[config.mk]
export PLATFORM = sky130hd
export DESIGN_NAME = ram_sync_clr
export DESIGN_NICKNAME = d
export VERILOG_FILES = /design/src/rtl/ram_sync_clr.sv
export SDC_FILE = /design/constraint.sdc
export NUM_CORES = 1
export LEC_CHECK = 0
export ABC_AREA = 0
export BUFFER_PORTS_ARGS = -buffer_cell sky130_fd_sc_hd__buf_2
export CORE_MARGIN = 3
export CORE_UTILIZATION = 30
export DETAILED_ROUTE_END_ITERATION = 8
export PLACE_DENSITY = 0.48
export SLEW_MARGIN = 10
export SYNTH_ARGS = -nofsm -noshare
export SYNTH_HDL_FRONTEND = slang
export SYNTH_SLANG_ARGS = --single-unit
[constraint.sdc]
create_clock -name clk -period 5 [get_ports clk]
set_input_delay 0.5 -clock clk [delete_from_list [all_inputs] [get_ports clk]]
set_output_delay 0.5 -clock clk [all_outputs]
set_load 0.1 [all_outputs]
[src/rtl/ram_sync_clr.sv]
// Parametrised single-port synchronous RAM with a registered read port,
// a one-cycle read-valid strobe and a hardware clear engine.
//
// After reset, and whenever a clear is requested, the engine sweeps every
// word to zero, one word per clock. While it does so, busy is high and all
// user requests are ignored. As a result, stale contents can never be read.

module ram_sync_clr #(
    parameter int DATA_W = 8,
    parameter int ADDR_W = 5,
    parameter int DEPTH  = (1 << ADDR_W)
) (
    input  logic              clk,
    input  logic              rst,
    input  logic              clr,
    input  logic [ADDR_W-1:0] addr,
    input  logic [DATA_W-1:0] data_in,
    input  logic              we,
    input  logic              re,
    output logic [DATA_W-1:0] data_out,
    output logic              rd_valid,
    output logic              busy
);

    typedef enum logic {
        CLEAR,
        IDLE
    } state_t;

    // Extra address bit so DEPTH == 2**ADDR_W still compares correctly
    localparam logic [ADDR_W:0]   DEPTH_EXT = (ADDR_W + 1)'(DEPTH);
    localparam logic [ADDR_W-1:0] LAST_PTR  = ADDR_W'(DEPTH - 1);

    state_t            state;
    state_t            state_next;
    logic [ADDR_W-1:0] clr_ptr;
    logic [DATA_W-1:0] mem [DEPTH];

    logic              in_range;
    logic              last_clear;
    logic              do_write;
    logic              do_read;
    logic              mem_we;
    logic [ADDR_W-1:0] mem_waddr;
    logic [DATA_W-1:0] mem_wdata;

    // A user address can be anywhere in the ADDR_W space.
    // Words beyond DEPTH do not exist.
    assign in_range   = ({1'b0, addr} < DEPTH_EXT);
    assign busy       = (state == CLEAR);
    assign last_clear = busy && (clr_ptr == LAST_PTR);

    // A clear request takes priority over any access made in the same cycle
    assign do_write = !busy && !clr && we && in_range;
    assign do_read  = !busy && !clr && re;

    // State register: reset always restarts the sweep from the top
    always_ff @(posedge clk) begin
        if (rst) begin
            state <= CLEAR;
        end else begin
            state <= state_next;
        end
    end

    // Next-state logic: leave CLEAR on the edge that zeroes the last word
    always_comb begin
        state_next = state;
        case (state)
            CLEAR: begin
                if (last_clear) begin
                    state_next = IDLE;
                end
            end
            IDLE: begin
                if (clr) begin
                    state_next = CLEAR;
                end
            end
            default: begin
                state_next = CLEAR;
            end
        endcase
    end

    // Clear pointer: advance through the sweep, parked at zero otherwise.
    // Parking at zero means a newly accepted clear starts at word 0.
    always_ff @(posedge clk) begin
        if (rst) begin
            clr_ptr <= '0;
        end else if (busy && !last_clear) begin
            clr_ptr <= clr_ptr + 1'b1;
        end else begin
            clr_ptr <= '0;
        end
    end

    // Write-port mux: the sweep owns the port while busy, the user otherwise
    always_comb begin
        mem_we    = 1'b0;
        mem_waddr = addr;
        mem_wdata = data_in;
        if (!rst) begin
            if (busy) begin
                mem_we    = 1'b1;
                mem_waddr = clr_ptr;
                mem_wdata = '0;
            end else if (do_write) begin
                mem_we = 1'b1;
            end
        end
    end

    // Storage array: no reset, so the clear engine is the only way to zero it
    always_ff @(posedge clk) begin
        if (mem_we) begin
            mem[mem_waddr] <= mem_wdata;
        end
    end

    // Registered read port.
    // Write-first on a simultaneous write, and zero for nonexistent words.
    always_ff @(posedge clk) begin
        if (rst) begin
            data_out <= '0;
            rd_valid <= 1'b0;
        end else begin
            rd_valid <= do_read;
            if (do_read) begin
                if (!in_range) begin
                    data_out <= '0;
                end else if (we) begin
                    data_out <= data_in;
                end else begin
                    data_out <= mem[addr];
                end
            end
        end
    end

endmodule
==> results_dict.tcl, run 1 <==
set metrics [dict create \
    nets 676 \
    ir_drop_mv 0.230 \
    fin_skew_ps 15.9 \
    clock_latency_ps 540 \
    num_vias 5825 \
    report.power.total_mw 4.94 \
    clkSlewWorstSetupHoldPaths_ps 60 \
    critPathLaunch "state" \
    fmax_ghz 0.372 \
    avgViaCountPerCell 5.12 \
    rsz0062_at_grt "false" \
    cts_inserted_buffers 27 \
    die_h_um 198 \
    status "complete, no violations" \
    cts-root-buf "clkbuf_16" \
    slew_headroom_pct 36.5 \
    place.port_buffers 27 \
    fin_tns_setup_ps 0 \
    slowest_stage "nor2_1" \
    grt_usage_pct 14.0 \
    hold_path.class "in2reg" \
    cp-start-kind "flop" \
    drt_wl_total_mm 27.5 \
    synth_seq_area_share_pct 72.5 \
    setup_slack_ps 2310 \
    synth_fp_nets 642 \
    num_io_pins 28 \
    tightest_slew_ps 949 \
    stdcell_area_um2 12600 \
    antennaDiodeCount 0 \
    pre_cts_ws_ps 1890 \
    r2r-end "mem[14][6]" \
    grt_overflow 0 \
    wl_per_cell_um 24.2 \
    dr.pass1.iters 5 \
    netlist_instances 622 \
    cts_max_level 1 \
    post_cts_buffers 0 \
    cap_viol_max_count 0 \
    drive_above_1_share_pct 21.6 \
    die-width_um 198 \
    path_depth 4 \
    start_util_pct 30.7 \
    grtUsageMet3_pct 1.91 \
    r2r-start "state" \
    hpwl_mm 17.3 \
    period_share_pct 53.8 \
    power_density_nw_per_um2 393 \
    crit_top_cell "nor2_1" \
    worstSetupEndpointType "flop" \
    ys_warn_count 0 \
    layout_common_cells "256 x edfxtp_1, 54 x mux4_2, 53 x nand2_1" \
    required_ps 5160 \
    critPathBufInv 0 \
    grt_busiest_layer "met2" \
    dp.cells 1087 \
    pwr-share-clk_pct 43.8 \
    drtAntennaViolNets 0 \
    crit_arrival_ps 2850 \
    drt-initial-drc-count 438 \
    fin_cells 1138 \
    rows 69 \
    p_comb_share_pct 5.4 \
    synth-seq-cells 271 \
    cts_tree "done" \
    setup.worst_path.class "reg2reg" \
    grt.met1_usage_pct 20.6 \
    final_common_cell "edfxtp_1" \
    reg2reg_slack_ps 2310 \
    core_um2 35900 \
    endpoint "mem[14][6]" \
    switchingPower_mw 1.05 \
    cts_buffer_depth 3 \
    drc 0 \
    place_area_um2 11600 \
    grt_pass1_vias 5871 \
    place_congestion 0.859 \
    avgSynthCellArea_um2 17.7 \
    grt_antenna_before_repair 0 \
    finalHoldViolations 0 \
    synth_cell_type_count 52 \
    p_seq_share_pct 50.8 \
    ys.flop_type "edfxtp_1" \
    r2r_cells 4 \
    cts_sinks 271 \
    hold_buffers 0 \
    critical_path.top_delay_family "simple AND/OR/NAND/NOR gates" \
    slew_viol_final 0 \
    setup_violations 0 \
    p_sw_share_pct 21.2 \
    syn_area_um2 11000 \
    p_int_mw 3.89 \
    ys_async_sr_fraction_pct 0 \
    syn2layout_area_growth_pct 14.2 \
    grt_pass1_wl_mm 40.3 \
    leakagePower_nw 4.10 \
    gr-usage-met2_pct 21.4 \
    period_needed_ps 2690 \
    path_cells "nor2_1, mux2i_1, nand2_1, nor2_1" \
    cts.repair.resized 0 \
    synth-edff-count 256 \
    crit_fanout 11 \
    critPathMaxStageDelay_ps 800 \
    grt_max_degree 50 \
    dieArea_um2 39100 \
]
kinds of logic (layout without fill, tap and decap cells):
| logic type | count (synthesis) | in the layout | share of synthesized area (%) |
|---|---|---|---|
| buffers and inverters | 40 | 95 | 2.01 |
| XOR/XNOR | 7 | 7 | 0.556 |
| AND/OR/NAND/NOR | 154 | 154 | 6.35 |
| AO/OA/AOI/OAI | 59 | 59 | 3.78 |
| adder cells (fa/ha/maj) | 2 | 2 | 0.227 |
| multiplexers | 89 | 89 | 14.6 |
| flip-flops | 271 | 271 | 72.5 |
power groups by stage:
stage                     logic [mW]  clock network, mW  registers (mW)
after global routing           0.287               2.29            2.51
after CTS                      0.269               2.21            2.51
final                          0.267               2.16            2.51
after global placement         0.264                  0            2.56
after floorplan                0.175                  0            2.55
after detailed placement       0.268                  0            2.56
worst min path at each step:
stage                      from          end  slack [ps]  cells past startpoint
floorplan            clr_ptr[0]   clr_ptr[0]         510                      1
global placement    data_out[6]  data_out[6]         510                      2
detailed placement  data_out[6]  data_out[6]         510                      2
CTS                         rst  data_out[5]         250                      2
global route                rst  data_out[5]         270                      2
finish                      rst        state         280                      2
per-layer routing:
metal,share of wire [%],routed length [um]
met1,47,12800
met2,45,12300
met3,5.4,1480
met4,3.1,864
met5,0,0
flip-flops by register name, indices dropped and copies added, names as in the netlist:
name / cells
mem: 256
rd_valid: 1
clr_ptr: 5
data_out: 8
state: 1
through the flow:
stage | hold WS, ps | utilization, %
2_1_floorplan | 514 | -
3_3_place_gp | 509 | 32.3
3_5_place_dp | 511 | 32.3
4_1_cts | 254 | 35.0
5_1_grt | 269 | 35.0
6_report | 275 | 35.0
worst reg2reg max path, delay by kind of cell, from the launching register on:
kind	cells	cell delay [ps]
and+or+nand+nor	3	1650
DFF	1	370
muxes	1	290
Yosys cell counts (all sizes together) (6+ instances only):
cell type | count | area, um^2
a32oi | 7 | 61.3
nor2 | 50 | 188
and2 | 9 | 56.3
nand2 | 53 | 199
mux2i | 27 | 270
xor2 | 6 | 52.6
clkbuf | 8 | 30.0
dfxtp | 15 | 300
nor3 | 7 | 35.0
edfxtp | 256 | 7690
mux4 | 56 | 1270
mux2 | 6 | 67.6
and3 | 6 | 37.5
a21oi | 12 | 60.1
nand3 | 9 | 45.0
buf | 25 | 165
o21ai | 6 | 30.0
layout make-up:
| type | count | area (um^2) |
|---|---|---|
| clock buffer | 29 | 683 |
| clock inverter | 21 | 269 |
| fill | 3343 | 23300 |
| inverter | 7 | 26.3 |
| multi-input combinational | 311 | 2810 |
| sequential | 271 | 7990 |
| tap | 461 | 577 |
| timing repair buffer | 38 | 228 |
No activity file was read; power rests on OpenSTA's default activity.
==> run 2: changes to the inputs <==
- ABC_AREA: 0 -> 1
- PLACE_DENSITY: 0.48 -> 0.5
- clock period: 5 -> 2.35 ns (I/O delays scaled with it)
==> run 2 against run 1 <==
Core utilization is 0.79 points higher. Critical endpoint is now mem[21][7]. Combinational power grew to 2.8 times the previous value. Synthesized cell count is 60% higher. Critical path type unchanged. Critical path depth is 2 higher.
==> results_dict.tcl, run 2 <==
set metrics [dict create \
    hold_buffers 2 \
    reg_top3 "mem (256), data_out (8), clr_ptr (5)" \
    setup_slack_ps 202 \
    cts_sinks 271 \
    worstSetupEndpointType "flop" \
    post_cts_buffers 0 \
    setup.worst_path.class "reg2reg" \
    synth-simple-area-share_pct 18.8 \
    fin_cells 1581 \
    slew_viol_final 0 \
    avgSynthCellArea_um2 11.4 \
    slew_headroom_pct 46.3 \
    hpwl_mm 17.8 \
    synth_fp_nets 1013 \
    antennaDiodeCount 0 \
    start_util_pct 30.7 \
    min_path_cells 5 \
    grt_pass1_vias 7348 \
    ys_warn_count 0 \
    synth-adder-area-share_pct 0.221 \
    final_common_cell "edfxtp_1" \
    place_area_um2 12300 \
    hold_path.class "in2reg" \
    die_h_um 200 \
    synth_top_family_by_area "simple AND/OR/NAND/NOR gates" \
    dieArea_um2 40100 \
    setup_violations 0 \
    fmax_ghz 0.466 \
    required_ps 2500 \
    layout_common_cells "256 x edfxtp_1, 165 x nand2_1, 164 x nor2_1" \
    drc 0 \
    grt_max_degree 147 \
    cts-root-buf "clkbuf_16" \
    synth_area_leaders "edfxtp_1 68%, nand3_1 6.5%, nor2_1 5.5%, nand2_1 5.5%, o21ai_0 3.1%" \
    num_io_pins 28 \
    synth_commonest_cells "256 x edfxtp_1, 167 x nor2_1, 165 x nand2_1" \
    die-width_um 200 \
    yosysMostFrequentCell "edfxtp_1" \
    clock_latency_ps 530 \
    ys.flop_type "edfxtp_1" \
    grt_pass1_wl_mm 45.0 \
    syn_area_um2 11300 \
    power_density_nw_per_um2 791 \
    period_needed_ps 2150 \
    clkSlewWorstSetupHoldPaths_ps 60 \
    place.port_buffers 27 \
    syn2layout_area_growth_pct 16.7 \
    synth_top_area_cell "edfxtp_1" \
    finalHoldViolations 0 \
    ys_async_sr_fraction_pct 0 \
    cap_viol_max_count 0 \
    wl_per_cell_um 18.7 \
    drive_above_1_share_pct 13.7 \
    stdcell_area_um2 13200 \
    synth-edff-count 256 \
    grt_antenna_before_repair 0 \
    synth_top_area_share_pct 67.9 \
    cts_tree "done" \
    rsz0062_at_grt "false" \
    nets 1075 \
    largest_reg_flops 256 \
    synth-seq-cells 271 \
    synth_seq_area_share_pct 70.5 \
    status "complete, no violations" \
    leakagePower_nw 4.77 \
    cts.repair.resized 0 \
    pre_cts_ws_ps 216 \
    synth_cell_type_count 26 \
    r2r-end "mem[21][7]" \
    cts_buffer_depth 3 \
    fin_skew_ps 13.1 \
    drtAntennaViolNets 0 \
    cts_max_level 1 \
    tightest_slew_ps 803 \
    crit_fanout 11 \
    place_congestion 0.790 \
    grt_usage_pct 14.3 \
    cp-start-kind "flop" \
    avgViaCountPerCell 4.71 \
    ir_drop_mv 0.429 \
    r2r-start "state" \
    dp.cells 1527 \
    cts_inserted_buffers 28 \
    core_um2 36900 \
    period_share_pct 91.4 \
    worstHoldStart "data_in[7]" \
    crit_arrival_ps 2300 \
    min_to "data_out[7]" \
    r2r_cells 6 \
    post_synth_xor_area_fraction_pct 0 \
    netlist_instances 993 \
    reg2reg_slack_ps 200 \
    drt-initial-drc-count 642 \
    synth_compound_area_share_pct 6.33 \
    num_vias 7447 \
    grt_overflow 0 \
    fin_tns_setup_ps 0 \
    dr.pass1.iters 4 \
    drt_wl_total_mm 29.6 \
    synth.area.mux_share_pct 0 \
    rows 70 \
    hold-worst-slack_ps 128 \
    top_register "mem" \
]
[run 2: cell count changes in the layout (fill, tap and decap cells not counted), sizes merged, moves of 7 or more]
cell	previous run	this run
mux2i	27	0
and2	9	0
o211ai	0	35
nand3	9	151
nor3	7	0
mux4	56	0
nor2	50	172
a32oi	7	0
nand2	53	167
o21ai	6	71
inv	6	42
clkbuf	29	36
buf	38	87
[run 2: worst max-delay path by stage]
stage / endpoint / startpoint / cells after the start / slack, ps
detailed placement: mem[21][0] / state / 6 / 220
CTS: mem[21][7] / state / 6 / 200
finish: mem[21][7] / state / 6 / 200
floorplan: mem[11][0] / state / 6 / 350
global placement: mem[21][0] / state / 6 / 230
global route: mem[20][1] / state / 6 / 8
[run 2: per-layer routing]
| layer | track usage [%] | share of wire, % |
|---|---|---|
| met1 | 20.6 | 47 |
| met2 | 22.8 | 46 |
| met3 | 1.69 | 4.0 |
| met4 | 4.32 | 2.6 |
| met5 | 0 | 0 |
[run 2: critical path, stage by stage, from the launching register on]
cell and delay (ps):
dfxtp_1 410, nor2_4 60, inv_2 170, nor2_1 60
a21oi_1 200, nand3_1 200, nor2_1 670
[run 2: logic make-up after synthesis]
kind of cell / Yosys count
buffers and inverters: 101
adder cells (fa/ha/maj): 2
AO/OA/AOI/OAI: 123
AND/OR/NAND/NOR: 496
flip-flops: 271
[run 2: final cells by class]
cell class,instances,area (um^2)
fill,3635,23700
sequential,271,7990
multi-input combinational,621,2880
clock buffer,36,752
timing repair buffer,89,646
tap,504,631
inverter,44,166
clock inverter,16,150
[run 2: report_power, final]
group	total [mW]	internal (mW)	switching, mW
Clock	4.34	2.58	1.76
Combinational	0.752	0.212	0.539
Sequential	5.35	5.34	0.0158
[run 2: per-stage QoR]
stage | utilization [%] | total power, mW
finish | 35.8 | 10.4
global route | 35.8 | 10.8
CTS | 35.8 | 10.6
detailed placement | 33.3 | 6.21
global placement | 33.3 | 6.21
floorplan | - | 5.91
==> run 3: changes to the inputs <==
- CORE_UTILIZATION: 30 -> 57
- CTS_BUF_LIST: unset -> sky130_fd_sc_hd__clkbuf_2
- PLACE_DENSITY: 0.5 -> 0.81
- clock period: 2.35 -> 1.9 ns (I/O delays scaled with it)
==> run 3 against run 2 <==
Combinational power rose by 27%. Sequential share of layout area increased by 1.9 points. Critical endpoint is now mem[0][2]. First-iteration DRC count up 36%. Sequential power up 24%. Register-to-register slack worse by 120 ps. Core utilization increased by 31 points. Clock power shrank 24%. Cell area decreased by 3.0%.
==> results_dict.tcl, run 3 (synthesis results as in run 2) <==
set metrics [dict create \
    seq_area_um2 7990 \
    nets 1129 \
    num_vias 8028 \
    period_needed_ps 1820 \
    cts_buffer_depth 3 \
    final_common_cell "edfxtp_1" \
    die_h_um 147 \
    route.met2.wl_mm 13.1 \
    cts-root-buf "clkbuf_2" \
    syn2layout_area_growth_pct 13.1 \
    clock_latency_ps 800 \
    drive_above_1_share_pct 18.8 \
    grt_max_degree 81 \
    drt_wl_total_mm 25.8 \
    critPathBufInv 4 \
    period_share_pct 95.6 \
    grt_pass1_wl_mm 40.2 \
    fin_util_pct 67.1 \
    slowest_stage "dfxtp_2" \
    critPathLaunch "state" \
    layout_common_cells "256 x edfxtp_1, 164 x nand2_1, 159 x nor2_1" \
    cts_tree "done" \
    critPathMaxStageDelay_ps 350 \
    crit_fanout 11 \
    drc 0 \
    grt_pass1_vias 7872 \
    rsz0062_at_grt "true" \
    cts_sinks 271 \
    rows 50 \
    dieArea_um2 21600 \
    drt-initial-drc-count 871 \
    wl_met1_mm 9.67 \
    crit_arrival_ps 2300 \
    fillers 1357 \
    place_area_um2 12100 \
    place_congestion 0.904 \
    setup.worst_path.class "reg2reg" \
    top_layer_used "met4" \
    grt_usage_pct 24.0 \
    slew_headroom_pct 67.8 \
    wl_met3_mm 2.26 \
    drtAntennaViolNets 0 \
    fin_tns_setup_ps 0 \
    multi_input_area_um2 2910 \
    path_cells "nor2_4, inv_4, nor2_1, a21oi_2, inv_1, buf_4, nand3_1, nor2_1, buf_4" \
    reg2reg_slack_ps 80 \
    stdcell_area_um2 12800 \
    num_io_pins 28 \
    power_density_nw_per_um2 850 \
    status "complete, no violations" \
    cts_max_level 2 \
    wl_per_cell_um 18.3 \
    leakagePower_nw 4.84 \
    report.power.total_mw 10.9 \
    grt_antenna_before_repair 0 \
    worstHoldStart "addr[3]" \
    clkSlewWorstSetupHoldPaths_ps 110 \
    start_util_pct 59.3 \
    critical_path.top_delay_family "simple AND/OR/NAND/NOR gates" \
    r2r-start "state" \
    worstSetupEndpointType "flop" \
    ir_drop_mv 0.628 \
    fmax_ghz 0.551 \
    core_um2 19100 \
    tightest_slew_ps 482 \
    place.port_buffers 27 \
    hpwl_mm 15.8 \
    avgViaCountPerCell 5.71 \
    grt_overflow 0 \
    largest_reg_flops 256 \
    cp-start-kind "flop" \
    die-width_um 147 \
    finalHoldViolations 0 \
    antennaDiodeCount 0 \
    reg_top3 "mem (256), data_out (8), clr_ptr (5)" \
    cts_inserted_buffers 60 \
    cap_viol_max_count 0 \
    required_ps 2380 \
    dr.pass1.iters 6 \
    slew_viol_final 0 \
    hold_path.class "in2reg" \
    fin_skew_ps 36.1 \
    top_register "mem" \
    setup_violations 0 \
]
run 3: cell count changes in the layout (fill, tap and decap cells not counted), sizes merged, moves of 2 or more:
| cell | change |
|---|---|
| clkbuf | +47 |
| buf | +10 |
| clkinv | +3 |
| bufinv | -2 |
| dlygate4sd3 | +11 |
run 3: worst paths after layout:
check	cells after the start	endpoint
setup / recovery	9	mem[0][2]
hold / removal	6	data_out[2]
setup reg to reg	9	mem[0][2]
hold reg to reg	2	data_out[1]
run 3: tightest hold or removal path: stages:
cell and delay (ps):
buf_2 140, buf_4 200, nand3_1 120, nand3_1 80, nand3_1 120, a21oi_2 60
run 3: what timing repair did:
item,in CTS,in global routing
endpoints found under the hold margin,120,0
endpoints found under the setup margin,7,259
hold buffers,13,0
pin swaps,0,0
gates resized for setup,2,9
buffers inserted,0,0
run 3: area by class of cell:
type                            instances  area share, %
Clock inverter                         17          0.723
Clock buffer                           82           3.20
Tap cell                              260           2.54
Multi-Input combinational cell        621           22.7
Inverter                               44           1.31
Sequential cell                       271           62.4
Timing Repair Buffer                  111           7.17
run 3: through the flow:
stage | worst slack (ps) | hold slack (ps) | std cells
5_1_grt | -41.0 | 115 | 1406
3_3_place_gp | 80.5 | 455 | 1294
6_report | 83.6 | 155 | 1406
4_1_cts | 36.9 | 101 | 1406
2_1_floorplan | -98.9 | 259 | 993
3_5_place_dp | 30.6 | 461 | 1294
run 3: routing by layer:
metal | GRT usage [%] | up-vias
li1 | - | 3746
met4 | 10.3 | 0
met5 | 0 | -
met1 | 30.1 | 3795
met3 | 4.60 | 69
met2 | 41.0 | 418
run 3: power by group:
part	internal [mW]	leakage [nW]	total (mW)	switching (mW)
combinational	0.302	1.99	0.958	0.655
sequential	6.59	2.47	6.61	0.0202
clock	1.29	0.384	3.32	2.03
total	8.18	4.84	10.9	2.71
